### src/rtl/memory_bus_arbiter.sv
// Two-core to single-DRAM bus arbiter: round-robin grant, one packet in flight,
// range/destination/timeout error pulses.
module memory_bus_arbiter #(
  parameter int unsigned ADDR_W    = 64,
  parameter int unsigned DATA_W    = 64,
  parameter int unsigned SRC_W     = 4,
  parameter int unsigned MEM_BYTES = 65536,
  parameter int unsigned TIMEOUT   = 255
) (
  input  logic              clk,
  input  logic              rst_n,
  input  logic              c0_req_valid,
  output logic              c0_req_ready,
  input  logic              c0_req_type,
  input  logic [ADDR_W-1:0] c0_req_addr,
  input  logic [DATA_W-1:0] c0_req_payload,
  input  logic [SRC_W-1:0]  c0_req_source,
  output logic              c0_rsp_valid,
  output logic [DATA_W-1:0] c0_rsp_data,
  input  logic              c1_req_valid,
  output logic              c1_req_ready,
  input  logic              c1_req_type,
  input  logic [ADDR_W-1:0] c1_req_addr,
  input  logic [DATA_W-1:0] c1_req_payload,
  input  logic [SRC_W-1:0]  c1_req_source,
  output logic              c1_rsp_valid,
  output logic [DATA_W-1:0] c1_rsp_data,
  output logic              mem_req_valid,
  input  logic              mem_req_ready,
  output logic              mem_req_type,
  output logic [ADDR_W-1:0] mem_req_addr,
  output logic [DATA_W-1:0] mem_req_payload,
  output logic [SRC_W-1:0]  mem_req_source,
  input  logic              mem_rsp_valid,
  input  logic [DATA_W-1:0] mem_rsp_data,
  input  logic [SRC_W-1:0]  mem_rsp_dest,
  output logic              err_range,
  output logic              err_dest,
  output logic              err_timeout
);

  localparam int unsigned CNT_W = 16;
  localparam logic [ADDR_W-1:0] ADDR_LIMIT = ADDR_W'(MEM_BYTES - 8);
  localparam logic [CNT_W-1:0]  CNT_LIMIT  = CNT_W'(TIMEOUT);

  localparam logic [1:0] S_IDLE  = 2'd0;
  localparam logic [1:0] S_ISSUE = 2'd1;
  localparam logic [1:0] S_WAIT  = 2'd2;

  logic [1:0]        r_state;
  logic              r_rr_ptr;
  logic              r_run;
  logic [CNT_W-1:0]  r_cnt;
  logic              r_port;
  logic              r_type;
  logic [ADDR_W-1:0] r_addr;
  logic [DATA_W-1:0] r_payload;
  logic [SRC_W-1:0]  r_src;
  logic              r_mem_req_valid;
  logic              r_c0_rsp_valid;
  logic              r_c1_rsp_valid;
  logic [DATA_W-1:0] r_c0_rsp_data;
  logic [DATA_W-1:0] r_c1_rsp_data;
  logic              r_err_range;
  logic              r_err_dest;
  logic              r_err_timeout;

  logic              w_grant;
  logic              w_accept;
  logic              w_sel_type;
  logic [ADDR_W-1:0] w_sel_addr;
  logic [DATA_W-1:0] w_sel_payload;
  logic [SRC_W-1:0]  w_sel_src;
  logic [1:0]        w_state_nxt;
  logic              w_rr_nxt;
  logic [CNT_W-1:0]  w_cnt_nxt;
  logic              w_capture;
  logic [1:0]        w_rsp_nxt;
  logic              w_err_range_nxt;
  logic              w_err_dest_nxt;
  logic              w_err_timeout_nxt;

  // Grant selection; acceptance is held off while a core response pulse is out
  assign w_grant  = (c0_req_valid && c1_req_valid) ? r_rr_ptr : c1_req_valid;
  assign w_accept = r_run && (r_state == S_IDLE) && (c0_req_valid || c1_req_valid)
                    && !r_c0_rsp_valid && !r_c1_rsp_valid;
  assign c0_req_ready = w_accept && !w_grant;
  assign c1_req_ready = w_accept &&  w_grant;

  assign w_sel_type    = w_grant ? c1_req_type    : c0_req_type;
  assign w_sel_addr    = w_grant ? c1_req_addr    : c0_req_addr;
  assign w_sel_payload = w_grant ? c1_req_payload : c0_req_payload;
  assign w_sel_src     = w_grant ? c1_req_source  : c0_req_source;

  always_comb begin
    w_state_nxt       = r_state;
    w_rr_nxt          = r_rr_ptr;
    w_cnt_nxt         = r_cnt;
    w_capture         = 1'b0;
    w_rsp_nxt         = 2'b00;
    w_err_range_nxt   = 1'b0;
    w_err_dest_nxt    = 1'b0;
    w_err_timeout_nxt = 1'b0;
    case (r_state)
      S_IDLE: begin
        w_err_dest_nxt = mem_rsp_valid;
        if (w_accept) begin
          w_rr_nxt = !w_grant;
          if (w_sel_addr > ADDR_LIMIT) begin
            w_err_range_nxt = 1'b1;
          end else begin
            w_capture   = 1'b1;
            w_state_nxt = S_ISSUE;
          end
        end
      end
      S_ISSUE: begin
        w_err_dest_nxt = mem_rsp_valid;
        if (mem_req_ready) begin
          w_state_nxt = r_type ? S_IDLE : S_WAIT;
          w_cnt_nxt   = '0;
        end
      end
      S_WAIT: begin
        if (mem_rsp_valid) begin
          if (mem_rsp_dest == r_src) begin
            w_rsp_nxt[r_port] = 1'b1;
            w_state_nxt       = S_IDLE;
          end else begin
            w_err_dest_nxt = 1'b1;
          end
        end else begin
          w_cnt_nxt = r_cnt + CNT_W'(1);
          if (r_cnt + CNT_W'(1) == CNT_LIMIT) begin
            w_err_timeout_nxt = 1'b1;
            w_state_nxt       = S_IDLE;
          end
        end
      end
      default: w_state_nxt = S_IDLE;
    endcase
  end

  always_ff @(posedge clk or negedge rst_n) begin
    if (!rst_n) begin
      r_state         <= S_IDLE;
      r_rr_ptr        <= 1'b0;
      r_run           <= 1'b0;
      r_cnt           <= '0;
      r_port          <= 1'b0;
      r_type          <= 1'b0;
      r_addr          <= '0;
      r_payload       <= '0;
      r_src           <= '0;
      r_mem_req_valid <= 1'b0;
      r_c0_rsp_valid  <= 1'b0;
      r_c1_rsp_valid  <= 1'b0;
      r_c0_rsp_data   <= '0;
      r_c1_rsp_data   <= '0;
      r_err_range     <= 1'b0;
      r_err_dest      <= 1'b0;
      r_err_timeout   <= 1'b0;
    end else begin
      r_state         <= w_state_nxt;
      r_rr_ptr        <= w_rr_nxt;
      r_run           <= 1'b1;
      r_cnt           <= w_cnt_nxt;
      r_mem_req_valid <= (w_state_nxt == S_ISSUE);
      r_c0_rsp_valid  <= w_rsp_nxt[0];
      r_c1_rsp_valid  <= w_rsp_nxt[1];
      r_err_range     <= w_err_range_nxt;
      r_err_dest      <= w_err_dest_nxt;
      r_err_timeout   <= w_err_timeout_nxt;
      if (w_capture) begin
        r_port    <= w_grant;
        r_type    <= w_sel_type;
        r_addr    <= w_sel_addr;
        r_payload <= w_sel_payload;
        r_src     <= w_sel_src;
      end
      if (w_rsp_nxt[0]) r_c0_rsp_data <= mem_rsp_data;
      if (w_rsp_nxt[1]) r_c1_rsp_data <= mem_rsp_data;
    end
  end

  assign mem_req_valid   = r_mem_req_valid;
  assign mem_req_type    = r_type;
  assign mem_req_addr    = r_addr;
  assign mem_req_payload = r_payload;
  assign mem_req_source  = r_src;
  assign c0_rsp_valid    = r_c0_rsp_valid;
  assign c1_rsp_valid    = r_c1_rsp_valid;
  assign c0_rsp_data     = r_c0_rsp_data;
  assign c1_rsp_data     = r_c1_rsp_data;
  assign err_range       = r_err_range;
  assign err_dest        = r_err_dest;
  assign err_timeout     = r_err_timeout;

endmodule

### config.mk
export PLATFORM = sky130hd
export DESIGN_NAME = memory_bus_arbiter
export DESIGN_NICKNAME = d
export VERILOG_FILES = /design/src/rtl/memory_bus_arbiter.sv
export SDC_FILE = /design/constraint.sdc
export NUM_CORES = 1
export LEC_CHECK = 0
export ABC_AREA = 0
export CORE_AREA = 2 2 235 237
export DETAILED_ROUTE_END_ITERATION = 8
export DIE_AREA = 0 0 237 239
export SETUP_SLACK_MARGIN = 0.3
export SKIP_LAST_GASP = 1
export SLEW_MARGIN = 20
export SYNTH_ARGS = -nofsm -noshare
export SYNTH_HDL_FRONTEND = slang
export SYNTH_SLANG_ARGS = --single-unit
### constraint.sdc
create_clock -name clk -period 6.44 [get_ports clk]
set_input_delay 1.288 -clock clk [delete_from_list [all_inputs] [get_ports clk]]
set_output_delay 1.288 -clock clk [all_outputs]
set_load 0.03 [all_outputs]
==> results.json, run 1 <==
{
  "worst_clock_skew_ps": 19.12,
  "area_grow_syn2layout_pct": 64.86,
  "synthesis.yosys.warnings": 0,
  "clk_latency_ps": 540,
  "detailedPlace.worstSlack_ps": 1619,
  "postCtsSetupBuffers": 0,
  "critPathLaunchType": "input pin",
  "post_cts_resized": 0,
  "sequential_to_total_area_share_from_yosys_stat_pct": 58.49,
  "final_area_um2": 20310,
  "die_area_um2": 56640,
  "cts_tree": "built",
  "synth_seq_cells": 288,
  "final_worst_path_period_need_ps": 4434,
  "worst_path_most_repeated_cell": "clkdlybuf4s50_1",
  "critical-path-max-stage-delay_ps": 740,
  "regToRegStartpoint": "r_rr_ptr$_DFFE_PN0P_",
  "reported_leakage_power_uw": 0.009313,
  "grt_antenna_before_repair": 1,
  "power.switching_uw": 1429,
  "synth_area_leaders": "dfrtp_1, mux2_2, nand2_1, mux2_1, nor2b_1",
  "critPathSlowestCell": "clkdlybuf4s50_1",
  "worst-endpoint-required_ps": 5150,
  "cts_max_path_buffers": 3,
  "grt.total_usage_pct": 15.29,
  "whs_ps": 482.0,
  "post_dp_cell_area_um2": 19100,
  "num-fill-cells": 5272,
  "total_power_per_unit_cell_area_nw_per_um2": 252.0,
  "layout_worst_path_cycle_share_pct": 68.86,
  "hold_depth": 1,
  "vias": 10177,
  "drt_pass1_iterations": 5,
  "hold_bufs_inserted_after_cts": 0,
  "mostFrequentLayoutCells": "clkdlybuf4s50_1, dfrtp_1, nand2_1, mux2_2, mux2_1",
  "power.combinational.fraction_pct": 20.4,
  "hpwlAfterDp_mm": 32.52,
  "internal_power_contribution_uw": 3689,
  "clkTransAtPathRegs_ps": 50,
  "antenna_left": 0,
  "initialDrtViolationCount": 429,
  "netSwitchingFraction_pct": 27.92,
  "worstRegToRegCells": 6,
  "routabilityCongestion": 0.9249,
  "timing.critical_path.from": "c1_req_valid",
  "via_per_inst": 4.289,
  "core-area_um2": 54340,
  "avgSynthCellArea_um2": 11.78,
  "drc_errors": 0,
  "path_class": "input pin to output pin",
  "io_buffer_count": 608,
  "synth_async_sr_flop_share_pct": 100.0,
  "synth_ff_type": "dfrtp_1",
  "crit-reg2reg-capture": "mem_req_payload[16]$_DFFE_PN0P_",
  "num-nets-final": 1984,
  "clock.fmax_mhz": 225.5,
  "post-route-worst-setup-slack_ps": 2006,
  "synthesis.area_um2": 12320,
  "cp-end-kind": "output pin",
  "max_cap_viol_count": 0,
  "grt_setup_unrepaired": "no",
  "setup_total_negative_slack_ps": 0,
  "drive_gt1_share_pct": 13.37,
  "num_rows": 86,
  "synth.net_count": 1388,
  "start_util_pct": 22.68,
  "timing.hold.worst_endpoint": "mem_req_payload[19]$_DFFE_PN0P_",
  "grt_max_degree": 143,
  "critical_path_peak_fanout": 6,
  "report.final.setup_viol": 0,
  "status": "completed",
  "power.sequential.fraction_pct": 39.6,
  "grt-ovfl-total": 0,
  "grt_pass1_vias": 11019,
  "finalHoldViolCount": 0,
  "cp.arrival_ps": 3150,
  "rrSetupSlack_ps": 3260,
  "layout_commonest_cell": "clkdlybuf4s50_1",
  "worst_slew_margin_rel_pct": 33.03,
  "io_pins": 609,
  "min_from": "mem_req_payload[19]$_DFFE_PN0P_",
  "h-tree-depth": 2,
  "wire_length_of_the_first_global_routing_pass_mm": 66.29,
  "die-height_um": 239,
  "synth_cell_type_count": 49,
  "synth-edff-count": 0,
  "tritoncts.num_buffers": 35,
  "synth_largest_type_area_fraction_pct": 58.49,
  "hold_class": "register to register",
  "ctsRootBufferMaster": "clkbuf_16",
  "critical_path.cell_chain": "clkdlybuf4s50_1, o211ai_1, nor2_1, clkdlybuf4s50_1",
  "routedWlPerCell_um": 18.56,
  "post_synth_inst_count": 1046,
  "clkSinkCount": 288,
  "timing_max_transition_violations_final": 0,
  "ir_worst_vdd_v": 0.0002363,
  "route.final.wire_length_mm": 44.03,
  "clkPwrFrac_pct": 40.0,
  "worstMarginPinSlew_ps": 1005,
  "area_leader_netlist": "dfrtp_1",
  "die_x_um": 237
}
## cell usage after synthesis, types with 5 or more instances
cell type	instances
nand3_1	10
buf_4	5
mux2_2	153
nor4_1	21
and2_1	5
clkbuf_1	39
nand4_1	12
nor2b_1	50
o21ai_0	24
mux2_1	61
xor2_1	7
and4_1	5
dfrtp_1	288
buf_6	9
o31ai_1	5
nor2_1	17
or4_1	9
nand2_1	272
## power groups by stage
stage	clock network [µW]	registers [µW]	logic, µW
floorplan	0	2250	257
global placement	0	2050	1040
detailed placement	0	2050	1050
CTS	2140	2030	1060
global route	2210	2040	1120
finish	2050	2020	1040
## worst max path at each step
| stage | end | slack (ps) | depth (start not counted) |
|---|---|---|---|
| finish | c1_req_ready | 2010 | 4 |
| global route | c1_req_ready | 1870 | 4 |
| CTS | c1_req_ready | 1980 | 4 |
| detailed placement | mem_req_payload[12]$_DFFE_PN0P_ | 1620 | 7 |
| global placement | mem_req_payload[16]$_DFFE_PN0P_ | 1630 | 7 |
| floorplan | c0_req_ready | 2600 | 6 |
## final cells by class
type / instances / area [µm²] / share of cell area, %
Clock inverter: 11 / 173.9 / 0.8562
Inverter: 4 / 15.01 / 0.07391
Clock buffer: 52 / 1040 / 5.119
Sequential cell: 288 / 7207 / 35.48
Tap cell: 704 / 880.8 / 4.336
Antenna cell: 1 / 2.502 / 0.01232
Multi-Input combinational cell: 698 / 4813 / 23.70
Timing Repair Buffer: 615 / 6181 / 30.43
## critical path: cells and delay by family
kind | cells | cell delay, ps
AOI/OAI and AO/OA | 1 | 260
buffers and inverters | 2 | 1370
and+or+nand+nor | 1 | 220
## layer usage
metal | GRT usage [%] | wire length (µm)
met5 | 0 | 0
met4 | 5.562 | 1227
met3 | 6.374 | 4506
met2 | 24.63 | 20350
met1 | 18.26 | 17950
## state kept, by name, summed over array words and instances (netlist names), 2 cells and up
name,count
r_cnt,16
mem_req_payload,64
r_state,2
c1_rsp_data,64
mem_req_addr,64
mem_req_source,4
c0_rsp_data,64
## cells by family (layout without fill, tap and decap cells)
group                    Yosys count  after routing  share of synthesized area (%)
AND/OR/NAND/NOR                  421            421                          15.73
flip-flops                       288            288                          58.49
multiplexers                     216            216                          19.72
buffers and inverters             60            682                          2.528
AO/OA/AOI/OAI                     50             50                          2.732
XOR/XNOR                           8              8                         0.5687
adder cells (fa/ha/maj)            2              2                         0.2031
other                              1              2                        0.03043
## per-stage QoR
step | instances | power [µW] | utilization, %
final | 2373 | 5118 | 37.38
after global routing | 2373 | 5375 | 37.38
after CTS | 2372 | 5221 | 37.38
after detailed placement | 2309 | 3105 | 35.14
after global placement | 2309 | 3090 | 35.14
after floorplan | 1046 | 2511 | -
Power figures use the tool's default switching activity.
==> inputs of run 2 (changes only) <==
clock period = 3.9 ns   (was 6.44 ns; I/O delays follow)
==> results.json, run 2 (synthesized netlist as in run 1, its figures left out) <==
{
  "status": "completed",
  "via_per_inst": 4.284,
  "io_buffer_count": 608,
  "hold_class": "input pin to async pin",
  "die_x_um": 237,
  "die_area_um2": 56640,
  "core-area_um2": 54340,
  "total_power_per_unit_cell_area_nw_per_um2": 406.3,
  "worstMarginPinSlew_ps": 728.5,
  "hpwlAfterDp_mm": 34.79,
  "num_rows": 86,
  "clkSinkCount": 288,
  "ctsRootBufferMaster": "clkbuf_16",
  "setup_total_negative_slack_ps": 0,
  "drive_gt1_share_pct": 14.62,
  "grt.total_usage_pct": 15.51,
  "io_pins": 609,
  "drt_pass1_iterations": 5,
  "initialDrtViolationCount": 410,
  "die-height_um": 239,
  "postLayoutCoreUtil_pct": 37.84,
  "start_util_pct": 22.68,
  "timing_max_transition_violations_final": 0,
  "routabilityCongestion": 0.9654,
  "final_worst_path_period_need_ps": 3515,
  "clk_latency_ps": 550,
  "critPathLaunchType": "input pin",
  "worst_clock_skew_ps": 20.13,
  "vias": 10257,
  "max_cap_viol_count": 0,
  "reported_leakage_power_uw": 0.009451,
  "area_grow_syn2layout_pct": 66.89,
  "hold_bufs_inserted_after_cts": 0,
  "mostFrequentLayoutCells": "clkdlybuf4s50_1, dfrtp_1, nand2_1, mux2_2, mux2_1",
  "num-nets-final": 2007,
  "tritoncts.num_buffers": 35,
  "post-route-worst-setup-slack_ps": 384.6,
  "grt_antenna_before_repair": 2,
  "antenna_cells_inserted": 0,
  "ir_worst_vdd_v": 0.0003521,
  "regToRegStartpoint": "r_rr_ptr$_DFFE_PN0P_",
  "detailedPlace.worstSlack_ps": -61.94,
  "postCtsSetupBuffers": 0,
  "path_class": "input pin to register",
  "report.final.setup_viol": 0,
  "cp.arrival_ps": 3930,
  "post_cts_resized": 1,
  "routedWlPerCell_um": 18.78,
  "layout_worst_path_cycle_share_pct": 90.14,
  "critical_path_peak_fanout": 17,
  "layout_commonest_cell": "clkdlybuf4s50_1",
  "cts_tree": "built",
  "cts_max_path_buffers": 3,
  "route.final.wire_length_mm": 44.96,
  "h-tree-depth": 2,
  "cp-end-kind": "register",
  "antenna_left": 0,
  "grt_pass1_vias": 11007,
  "grt-ovfl-total": 0,
  "grt_setup_unrepaired": "no",
  "finalHoldViolCount": 0,
  "clock.fmax_mhz": 284.5,
  "grt_max_degree": 88,
  "wire_length_of_the_first_global_routing_pass_mm": 66.76,
  "worst-endpoint-required_ps": 4320,
  "clkTransAtPathRegs_ps": 50,
  "timing.critical_path.from": "c1_req_addr[53]",
  "drc_errors": 0,
  "worst_slew_margin_rel_pct": 50.99
}
[run 2: metal layers]
metal / global-route usage, % / vias to the layer above / wire length [µm]
met5: 0 / - / 0
met4: 4.795 / 0 / 1021
met3: 6.039 / 62 / 4216
met2: 25.98 / 372 / 21640
met1: 18.30 / 5015 / 18090
li1: - / 4808 / -
[run 2: per-stage QoR]
| step | area (µm²) | total power, µW | instances | hold slack [ps] |
|---|---|---|---|---|
| after global routing | 20560 | 8758 | 2394 | 296.5 |
| after floorplan | 12320 | 4146 | 1046 | 481.4 |
| after detailed placement | 19380 | 5145 | 2332 | 473.7 |
| after CTS | 20560 | 8510 | 2394 | 264.4 |
| final | 20560 | 8354 | 2394 | 258.0 |
| after global placement | 19380 | 5123 | 2332 | 468.7 |
[run 2: worst paths after layout]
| kind | depth (start not counted) | slack (ps) | endpoint |
|---|---|---|---|
| worst max register to register | 7 | 1160 | mem_req_payload[50]$_DFFE_PN0P_ |
| min in group clk | 1 | 480 | mem_req_payload[63]$_DFFE_PN0P_ |
| worst max-delay path | 8 | 380 | mem_req_payload[50]$_DFFE_PN0P_ |
| max in group asynchronous | 2 | 2680 | mem_req_addr[26]$_DFFE_PN0P_ |
| worst min register to register | 1 | 480 | mem_req_payload[63]$_DFFE_PN0P_ |
| worst min-delay path | 1 | 260 | mem_req_payload[3]$_DFFE_PN0P_ |
[run 2: layout make-up]
class                   instances  area (µm²)
clock inverters                 8       111.4
clock buffers                  54        1067
multi-input cells             698        4818
inverters                       4       15.01
repair buffers                638        6464
flip-flops and latches        288        7207
well taps                     704       880.8
fillers                      5343       33780
[run 2: power breakdown]
group	total [µW]	internal, µW	switching [µW]	leakage [µW]
registers	3350	3200	151	0.00393
logic	1740	845	895	0.00494
clock network	3270	1960	1300	0.000575
[run 2: critical path, stage by stage]
cell	delay (ps)
clkdlybuf4s50_1	510
nor4_1	700
nand3_1	150
or4_1	620
a2111oi_4	400
buf_4	240
buf_12	170
mux2_1	350
